`config.mk`:
```
export PLATFORM = sky130hd
export DESIGN_NAME = adaptive_binarization
export DESIGN_NICKNAME = d
export VERILOG_FILES = /design/src/rtl/adaptive_binarization.sv
export SDC_FILE = /design/constraint.sdc
export NUM_CORES = 1
export LEC_CHECK = 0
export CAP_MARGIN = 20
export CORE_AREA = 2 2 39 41
export CTS_BUF_LIST = sky130_fd_sc_hd__clkbuf_16
export DETAILED_ROUTE_END_ITERATION = 8
export DIE_AREA = 0 0 41 43
export GPL_TIMING_DRIVEN = 0
export PLACE_DENSITY = 0.82
export SLEW_MARGIN = 15
export SYNTH_ARGS = -nofsm -noshare
export SYNTH_HDL_FRONTEND = slang
export SYNTH_SLANG_ARGS = --single-unit
```
`constraint.sdc`:
```
create_clock -name clk -period 0.8 [get_ports clk]
set_input_delay 0.08 -clock clk [delete_from_list [all_inputs] [get_ports clk]]
set_output_delay 0.08 -clock clk [all_outputs]
set_load 0.1 [all_outputs]
```
`src/rtl/adaptive_binarization.sv`:
```
//------------------------------------------------------------------------------
// Module      : adaptive_binarization
// Description : Luminance binariser, manual threshold or previous-frame mean
//               plus offset. Adaptive path is built when BIN_ADAPTIVE_EN is set.
// Revision    : 1.0 - initial release
//------------------------------------------------------------------------------
`default_nettype none

module adaptive_binarization #(
   parameter int DATA_W     = 8,
   parameter int CNT_W      = 22,
   parameter int THR_INIT   = 64,
   parameter int THR_OFFSET = 0
) (
   input  logic              clk,
   input  logic              rst_n,
   input  logic              ycbcr_vsync,
   input  logic              ycbcr_hsync,
   input  logic              ycbcr_de,
   input  logic [DATA_W-1:0] luminance,
   input  logic [DATA_W-1:0] thr_manual,
   input  logic              mode,
   output logic              post_vsync,
   output logic              post_hsync,
   output logic              post_de,
   output logic              monoc,
   output logic [DATA_W-1:0] thr_cur,
   output logic              thr_valid
);

   logic              r_vs_d;
   logic              r_hs_d;
   logic              r_de_d;
   logic              r_monoc;
   logic [DATA_W-1:0] w_thr_sel;

   always_ff @(posedge clk or negedge rst_n) begin
      if (!rst_n) begin
         r_vs_d  <= 1'b0;
         r_hs_d  <= 1'b0;
         r_de_d  <= 1'b0;
         r_monoc <= 1'b0;
      end else begin
         r_vs_d  <= ycbcr_vsync;
         r_hs_d  <= ycbcr_hsync;
         r_de_d  <= ycbcr_de;
         r_monoc <= (luminance > w_thr_sel);
      end
   end

   assign post_vsync = r_vs_d;
   assign post_hsync = r_hs_d;
   assign post_de    = r_de_d;
   assign monoc      = r_monoc;
   assign thr_cur    = w_thr_sel;

`ifdef BIN_ADAPTIVE_EN
   localparam int SUM_W  = DATA_W + CNT_W;
   localparam int STEP_W = $clog2(SUM_W);
   localparam int EXT_W  = (SUM_W + 2 > 34) ? SUM_W + 2 : 34;
   localparam logic [STEP_W-1:0]       c_last = STEP_W'(SUM_W - 1);
   localparam logic signed [EXT_W-1:0] c_max  = EXT_W'((1 << DATA_W) - 1);

   typedef enum logic [1:0] {
      S_IDLE = 2'd0,
      S_DIV  = 2'd1,
      S_UPD  = 2'd2
   } state_t;

   state_t              r_state;
   state_t              w_state_nxt;
   logic                w_vs_rise;
   logic [SUM_W-1:0]    r_sum;
   logic [CNT_W-1:0]    r_cnt;
   logic                r_sat;
   logic                r_fb;
   logic [SUM_W-1:0]    r_quo;
   logic [CNT_W-1:0]    r_rem;
   logic [CNT_W-1:0]    r_dvs;
   logic                r_dsat;
   logic [STEP_W-1:0]   r_step;
   logic [DATA_W-1:0]   r_thr_adapt;
   logic                r_thr_valid;
   logic [CNT_W:0]      w_trial;
   logic [CNT_W:0]      w_diff;
   logic signed [EXT_W-1:0] w_ext;
   logic [DATA_W-1:0]   w_thr_upd;

   assign w_vs_rise = ycbcr_vsync & ~r_vs_d;
   assign w_thr_sel = mode ? r_thr_adapt : thr_manual;
   assign thr_valid = r_thr_valid;

   // A pixel on the boundary cycle seeds the new frame's totals.
   always_ff @(posedge clk or negedge rst_n) begin
      if (!rst_n) begin
         r_sum <= '0;
         r_cnt <= '0;
         r_sat <= 1'b0;
      end else if (w_vs_rise) begin
         r_sum <= ycbcr_de ? SUM_W'(luminance) : '0;
         r_cnt <= ycbcr_de ? CNT_W'(1) : '0;
         r_sat <= 1'b0;
      end else if (ycbcr_de) begin
         if (&r_cnt) begin
            r_sat <= 1'b1;
         end else begin
            r_sum <= r_sum + SUM_W'(luminance);
            r_cnt <= r_cnt + 1'b1;
         end
      end
   end

   assign w_trial = {r_rem, r_quo[SUM_W-1]};
   assign w_diff  = w_trial - {1'b0, r_dvs};
   assign w_ext   = $signed({{(EXT_W - SUM_W){1'b0}}, r_quo}) + $signed(EXT_W'(THR_OFFSET));

   always_comb begin
      w_thr_upd = w_ext[DATA_W-1:0];
      if (w_ext[EXT_W-1]) begin
         w_thr_upd = '0;
      end else if (w_ext > c_max) begin
         w_thr_upd = '1;
      end
   end

   always_ff @(posedge clk or negedge rst_n) begin
      if (!rst_n) begin
         r_state <= S_IDLE;
      end else begin
         r_state <= w_state_nxt;
      end
   end

   // Any new boundary aborts the current run; IDLE restarts it one clock later.
   always_comb begin
      w_state_nxt = r_state;
      if (w_vs_rise) begin
         w_state_nxt = S_IDLE;
      end else begin
         case (r_state)
            S_IDLE: if (r_fb && (r_dvs != '0) && !r_dsat) w_state_nxt = S_DIV;
            S_DIV:  if (r_step == c_last) w_state_nxt = S_UPD;
            S_UPD:  w_state_nxt = S_IDLE;
            default: w_state_nxt = S_IDLE;
         endcase
      end
   end

   always_ff @(posedge clk or negedge rst_n) begin
      if (!rst_n) begin
         r_fb        <= 1'b0;
         r_quo       <= '0;
         r_rem       <= '0;
         r_dvs       <= '0;
         r_dsat      <= 1'b0;
         r_step      <= '0;
         r_thr_adapt <= DATA_W'(THR_INIT);
         r_thr_valid <= 1'b0;
      end else begin
         r_fb <= w_vs_rise;
         if (w_vs_rise) begin
            r_quo  <= r_sum;
            r_rem  <= '0;
            r_dvs  <= r_cnt;
            r_dsat <= r_sat;
            r_step <= '0;
         end else begin
            case (r_state)
               S_IDLE: r_step <= '0;
               S_DIV: begin
                  r_step <= r_step + 1'b1;
                  if (!w_diff[CNT_W]) begin
                     r_rem <= w_diff[CNT_W-1:0];
                     r_quo <= {r_quo[SUM_W-2:0], 1'b1};
                  end else begin
                     r_rem <= w_trial[CNT_W-1:0];
                     r_quo <= {r_quo[SUM_W-2:0], 1'b0};
                  end
               end
               S_UPD: begin
                  r_thr_adapt <= w_thr_upd;
                  r_thr_valid <= 1'b1;
               end
               default: ;
            endcase
         end
      end
   end
`else
   logic [32:0] w_unused;

   assign w_thr_sel = thr_manual;
   assign thr_valid = 1'b0;
   assign w_unused  = {mode, 32'(CNT_W ^ THR_INIT ^ THR_OFFSET)};
`endif

endmodule

`default_nettype wire

```
==> results by group, run 1 <==
Outcome
  – Status: complete, but fails checks
  – Failing checks: setup timing

Worst setup path
  – CP required: 0.72 ns
  – CP max stage delay: ~0.40 ns
  – Worst-path cell chain: buf_12
  – Setup crit start kind: flop
  – Worst Path Buf+Inv: 1
  – Critical path arrival: 0.79 ns
  – Worst Setup Path Type: flop to primary output
  – Largest fanout on the critical path: 1
  – CP delay by family, top: flip-flops
  – Critical Path Slowest Stage Cell: dfrtp_2
  – CP endpoint kind: primary output

Cells and area
  – Fillcell total: about 110
  – Share of post-route cells with drive strength above 1: slightly above 70%
  – Cell area after layout: ~960 um2
  – Ant diodes: 0
  – Nets: between 100 and 150
  – Area growth syn-to-layout: 147%

STA
  – Max Slew Vio Count: 0
  – Final period util: 109%
  – Final setup vio count: 5
  – Achievable Freq: roughly 1200 MHz
  – Final worst slack: -0.0681 ns
  – Final Hold Slack: 0.0627 ns
  – Post-route minimum period: about 0.87 ns
  – Fin. Hold Viols: 0
  – RSZ-0062 raised after global routing: yes

Synthesis
  – Cell taking the most area after synthesis: dfrtp_1
  – Adder-Cell Fraction of Synth Area: about 26%
  – Post-synth top area share: about a quarter
  – Post-synth EDFFs: 0
  – Largest family of logic cells by synthesized area: adder cells
  – Most used flip-flop cell after synthesis: dfrtp_1
  – Cell variety after synth: 14
  – Synth Area per Inst: around 9.5 um2
  – Cells after Synth: slightly above 40
  – Syn Nets: between 70 and 80
  – Seq/Total Area, Yosys: 25.8%
  – Synth Area in Simple Gates: a little under a tenth
  – XOR/XNOR share of the synthesized area: 0%
  – Cell area after synthesis: between 300 and 400 um2
  – Synth top area cells: dfrtp_1 (26%), ha_1 (26%), buf_4 (17%)
  – Synth warn: 0
  – Async set-reset flop share out of synthesis: 100%
  – Complex-gate fraction of the synthesized area: roughly 13%
  – Commonest cells post-synth: buf_4 (9), ha_1 (8), inv_1 (8)
  – Mux contribution to synthesized area: 0%
  – Most common cell in the synthesized netlist: buf_4
  – Synthesized flop and latch total: 4

GRT
  – Initial antenna violation count: 0
  – First-pass GRT wire length: around 1.6 mm
  – Vias in the first global route: 415
  – Pin count of the biggest net entering global routing: 5
  – GRT Util Overall: 13.4%
  – GRT Residual Overflow: 0

CTS
  – Max clock buf depth: 2
  – Worst-path clk slew: 0.03 ns
  – CTS tree: yes
  – Root Buffer: clkbuf_16
  – # hold bufs at CTS: 0
  – Htree depth: 1
  – Clock sink count: 4
  – Post-CTS Setup Repair Bufs: 0
  – CTS Buf Count: 3

Drt
  – Vias: 390
  – Routed WL: 957 um
  – DRC viols: 0
  – Drt initial violations: 0
  – Antenna Violating Nets Remaining: 0
  – Drt via density: around 4.2
  – DRT Pass-1 Iters: 1
  – WL per Instance: approximately 10 um

Place
  – Placer congestion estimate: between 0.5 and 0.6
  – Area post-placement: about 760 um2
  – Post-DP HPWL: 771 um
  – # port buffers: 32
  – Place WS: -1.31 ns

Die
  – Chip width: roughly 41 um
  – Die Area: 0.00176 mm2
  – Chip Height: between 40 and 50 um
  – Row count: 14
  – IO Count: 35
  – Starting density of the core: 28.0%
  – Core footprint: about 0.0014 mm2

Worst hold path
  – Hold Crit Class: input pin to asynchronous set/reset pin

Power
  – Pwr Density: between 1500 and 2000 mW/mm2
  – Lkg Pwr: between 0.4 and 0.5 nW
  – Maximum VDD drop: approximately 830 uV

Flow run
  – Max_cap viols: 0
-- kinds of logic (layout without fill, tap and decap cells) --
| family | after synthesis | count (layout) |
|---|---|---|
| other | 1 | 1 |
| buffers and inverters | 17 | 52 |
| AND/OR/NAND/NOR | 4 | 4 |
| adder cells (fa/ha/maj) | 8 | 8 |
| flip-flops | 4 | 4 |
| AO/OA/AOI/OAI | 7 | 7 |
-- where the power goes --
group          internal [mW]  total, mW  leakage (nW)  switching, mW
clock                  0.637      0.762        0.0370          0.125
combinational          0.284      0.709         0.344          0.424
sequential             0.221      0.231        0.0430         0.0107
-- through the flow --
stage	setup TNS, ns	util [%]	power (mW)	std cells
finish	-0.288	69.2	1.70	92
global route	-0.382	69.2	1.78	92
CTS	-0.291	67.5	1.69	92
detailed placement	-12.48	54.8	0.845	89
global placement	-12.39	54.8	0.836	89
floorplan	-0.134	-	0.647	41
-- path summary, 6_finish.rpt --
path                              from         end  cells after the start  slack, ns
worst max-delay path           post_de     post_de                      1      -0.07
worst min-delay path             rst_n  post_hsync                      1       0.06
max in group asynchronous        rst_n       monoc                      1       0.56
min in group clk           ycbcr_vsync  post_vsync                      1       0.30
-- flip-flops by register name, indices dropped and copies added, names as in the netlist --
signal,cells
post_hsync,1
monoc,1
post_vsync,1
post_de,1
-- per-layer routing --
layer  up-vias  GRT usage [%]  wire (um)
met1       174           13.3        331
met4         0           6.00          0
met2        20           24.1        541
li1        196              -          -
met3         0           3.14         84
met5         -              0          0
-- layout by cell type (no fill, tap or decap) --
| cell type | instances |
|---|---|
| buf_8 | 1 |
| buf_12 | 4 |
| nor2b_4 | 1 |
| clkdlybuf4s15_1 | 9 |
| conb_1 | 1 |
| nand2_1 | 1 |
| o21ai_1 | 1 |
| clkdlybuf4s15_2 | 1 |
| clkbuf_16 | 3 |
| buf_4 | 15 |
| o22a_1 | 1 |
| dfrtp_2 | 4 |
| inv_1 | 1 |
| buf_2 | 3 |
| dlygate4sd2_1 | 2 |
| nand4_4 | 1 |
| inv_12 | 1 |
| inv_2 | 6 |
| a21oi_2 | 4 |
| clkdlybuf4s50_1 | 4 |
| ha_4 | 8 |
| buf_6 | 2 |
| nand4_1 | 1 |
| o211ai_2 | 1 |
-- layout make-up --
cell class                 instances  area, um2  area share [%]
multi-input combinational         20        310            32.4
sequential                         4        105            11.0
tap                               16       20.0            2.09
timing repair buffer              32        337            35.2
buffer                             9       67.6            7.06
inverter                           8       42.5            4.44
clock buffer                       3       75.1            7.84
-- what timing repair did --
item	4_1_cts	5_1_grt
gates resized for setup	142	5
gates cloned	0	0
setup endpoints to repair	13	5
pin swaps	14	0
No activity file was read; power rests on OpenSTA's default activity.
==> run 2, diff against run 1 <==
--- a/config.mk
+++ b/config.mk
@@ -11,7 +11,7 @@
 export DETAILED_ROUTE_END_ITERATION = 8
 export DIE_AREA = 0 0 41 43
 export GPL_TIMING_DRIVEN = 0
-export PLACE_DENSITY = 0.82
+export PLACE_DENSITY = 0.76
 export SLEW_MARGIN = 15
 export SYNTH_ARGS = -nofsm -noshare
 export SYNTH_HDL_FRONTEND = slang
==> run 2 against run 1 <==
  * Sequential power about the same
  * Clock power about the same
  * Final area down 0.65%
  * Non-clock buffer count unchanged
  * Clock-buffer cell count unchanged
  * Sequential share of layout area up 0.072 points
  * Worst setup slack worse by 0.0011 ns
  * Highest routed layer unchanged
  * Core utilization down 0.45 points
  * Total power down 0.74%
  * Flip-flop and latch count unchanged
  * The flow still finishes with violations (setup timing)
  * Hold slack worse by 0.0061 ns
  * First-iteration DRC count up 2
==> results by group, run 2 (synthesized netlist as in run 1, its figures left out) <==
GRT
  – Vias in the first global route: 391 (was 415)
  – First-pass GRT wire length: 1.39 mm (was 1.61 mm)
  – Initial antenna violation count: 0 (unchanged)
  – GRT Util Overall: 11.6% (was 13.4%)
  – GRT Residual Overflow: 0 (unchanged)
  – Pin count of the biggest net entering global routing: 5 (unchanged)

Drt
  – Drt initial violations: 2 (was 0)
  – Routed WL: 860 um (was 957 um)
  – Drt via density: 4.16 (was 4.24)
  – DRC viols: 0 (unchanged)
  – DRT Pass-1 Iters: 4 (was 1)
  – Vias: 383 (was 390)
  – Antenna Violating Nets Remaining: 0 (unchanged)
  – WL per Instance: 9.35 um (was 10.4 um)

Cells and area
  – FF+latch area: 105 um2 (unchanged)
  – Fillcell total: 101 (was 109)
  – Multi-input gate area: 310 um2 (unchanged)
  – Leading cell types in the layout, fill and taps excluded: buf_4 (14), clkdlybuf4s15_1 (9), ha_4 (8) (was buf_4 (15), clkdlybuf4s15_1 (9), ha_4 (8))
  – Ant diodes: 0 (unchanged)
  – Share of post-route cells with drive strength above 1: 73.7% (was 72.4%)
  – Cell area after layout: 951 um2 (was 957 um2)
  – Commonest non-fill, non-tap cell in the layout: buf_4 (unchanged)
  – Area growth syn-to-layout: 145% (was 147%)
  – Nets: 108 (unchanged)

STA
  – Achievable Freq: 1150 MHz (about the same)
  – RSZ-0062 raised after global routing: yes (unchanged)
  – Max Slew Vio Count: 0 (unchanged)
  – Final worst slack: -0.0691 ns (was -0.0681 ns)
  – Final setup vio count: 5 (unchanged)
  – Final period util: 109% (about the same)
  – Fin. Hold Viols: 0 (unchanged)
  – Post-route minimum period: 0.869 ns (was 0.868 ns)

Worst setup path
  – CP delay by family, top: flip-flops (unchanged)
  – Largest fanout on the critical path: 1 (unchanged)
  – CP required: 0.72 ns (about the same)
  – Worst Setup Path Type: flop to primary output (unchanged)
  – Critical Path Slowest Stage Cell: dfrtp_2 (unchanged)
  – Worst-path cell chain: buf_8 (was buf_12)
  – CP endpoint kind: primary output (unchanged)
  – Critical path arrival: 0.79 ns (about the same)
  – Worst Path Buf+Inv: 1 (unchanged)
  – Setup crit start kind: flop (unchanged)
  – CP startpoint: post_de (unchanged)
  – CP max stage delay: 0.39 ns (was 0.40 ns)

Die
  – Chip Height: 43 um (unchanged)
  – Row count: 14 (unchanged)
  – Starting density of the core: 28.0% (unchanged)
  – Core footprint: 0.00138 mm2 (unchanged)
  – Chip width: 41 um (unchanged)
  – IO Count: 35 (unchanged)
  – Die Area: 0.00176 mm2 (unchanged)

Power
  – Pwr Density: 1780 mW/mm2 (about the same)
  – Design Power: 1.69 mW (was 1.70 mW)
  – Sequential share of power: 13.6% (about the same)
  – Switching portion of total power: 32.9% (about the same)
  – P_sw: 0.557 mW (was 0.560 mW)
  – Lkg Pwr: 0.420 nW (was 0.424 nW)
  – Combinational share of power: 41.3% (was 41.6%)
  – Clock share of power: 45.0% (was 44.8%)
  – Maximum VDD drop: 785 uV (was 832 uV)
  – Pint: 1.13 mW (was 1.14 mW)

Worst hold path
  – Hold Crit Class: input pin to asynchronous set/reset pin (unchanged)

CTS
  – Post-CTS Setup Repair Bufs: 0 (unchanged)
  – Htree depth: 1 (unchanged)
  – Max clock buf depth: 2 (unchanged)
  – Clock sink count: 4 (unchanged)
  – Worst-path clk slew: 0.03 ns (about the same)
  – # hold bufs at CTS: 0 (unchanged)
  – CTS tree: yes (unchanged)
  – CTS Buf Count: 3 (unchanged)
  – Root Buffer: clkbuf_16 (unchanged)

Flow run
  – Max_cap viols: 0 (unchanged)

Place
  – Post-DP HPWL: 645 um (was 771 um)
  – # port buffers: 32 (unchanged)
  – Place WS: -1.29 ns (was -1.31 ns)
  – Area post-placement: 758 um2 (unchanged)
  – Placer congestion estimate: 0.527 (was 0.538)

Outcome
  – Status: complete, but fails checks (unchanged)
  – Failing checks: setup timing (unchanged)
[run 2: cell types whose count changed in the layout (fill, tap and decap cells not counted)]
cell    before  now
buf_12       4    2
buf_8        1    3
buf_4       15   14
buf_6        2    3
inv_1        1    0
inv_2        6    7
[run 2: routing by layer]
metal  GRT usage [%]  share of wire [%]
met1            12.3                 37
met3            1.57                9.3
met5               0                  0
met4            6.00                  0
met2            20.3                 54
[run 2: worst max-delay path by stage]
stage                            end  slack (ns)  depth (start not counted)
after floorplan                monoc       -0.13                          6
after CTS                 post_vsync       -0.07                          1
final                        post_de       -0.07                          1
after detailed placement  thr_cur[1]       -1.29                          3
after global routing           monoc       -0.09                          6
after global placement    thr_cur[1]       -1.29                          3
[run 2: stage by stage]
stage / setup TNS (ns) / hold WS, ns / utilization [%] / std cells
floorplan: -0.134 / -0.216 / - / 41
global placement: -12.38 / 0.287 / 54.8 / 89
detailed placement: -12.45 / 0.293 / 54.8 / 89
CTS: -0.284 / 0.0654 / 67.5 / 92
global route: -0.403 / 0.0729 / 68.7 / 92
finish: -0.283 / 0.0566 / 68.7 / 92
[run 2: final cells by class]
cell class / instances / area share, %
repair buffers: 32 / 34.7
multi-input cells: 20 / 32.6
flip-flops and latches: 4 / 11.1
clock buffers: 3 / 7.89
plain buffers: 9 / 7.11
inverters: 8 / 4.47
well taps: 16 / 2.11
[run 2: what timing repair did]
item                                    CTS  global route
endpoints found under the setup margin   13             6
resized for setup                       143             4
pin swaps                                15             1
[run 2: power by group through the flow]
stage	Sequential (mW)	Combinational [mW]	Clock (mW)
after global placement	0.225	0.610	0
after floorplan	0.334	0.313	0
after CTS	0.229	0.688	0.771
after global routing	0.231	0.736	0.796
final	0.230	0.698	0.761
after detailed placement	0.226	0.615	0
==> run 3, diff against run 2 <==
--- a/config.mk
+++ b/config.mk
@@ -5,7 +5,7 @@
 export SDC_FILE = /design/constraint.sdc
 export NUM_CORES = 1
 export LEC_CHECK = 0
-export CAP_MARGIN = 20
+export CAP_MARGIN = 5
 export CORE_AREA = 2 2 39 41
 export CTS_BUF_LIST = sky130_fd_sc_hd__clkbuf_16
 export DETAILED_ROUTE_END_ITERATION = 8
==> results of run 3 <==
Final layout, timing and power as in run 2 (identical DEF).
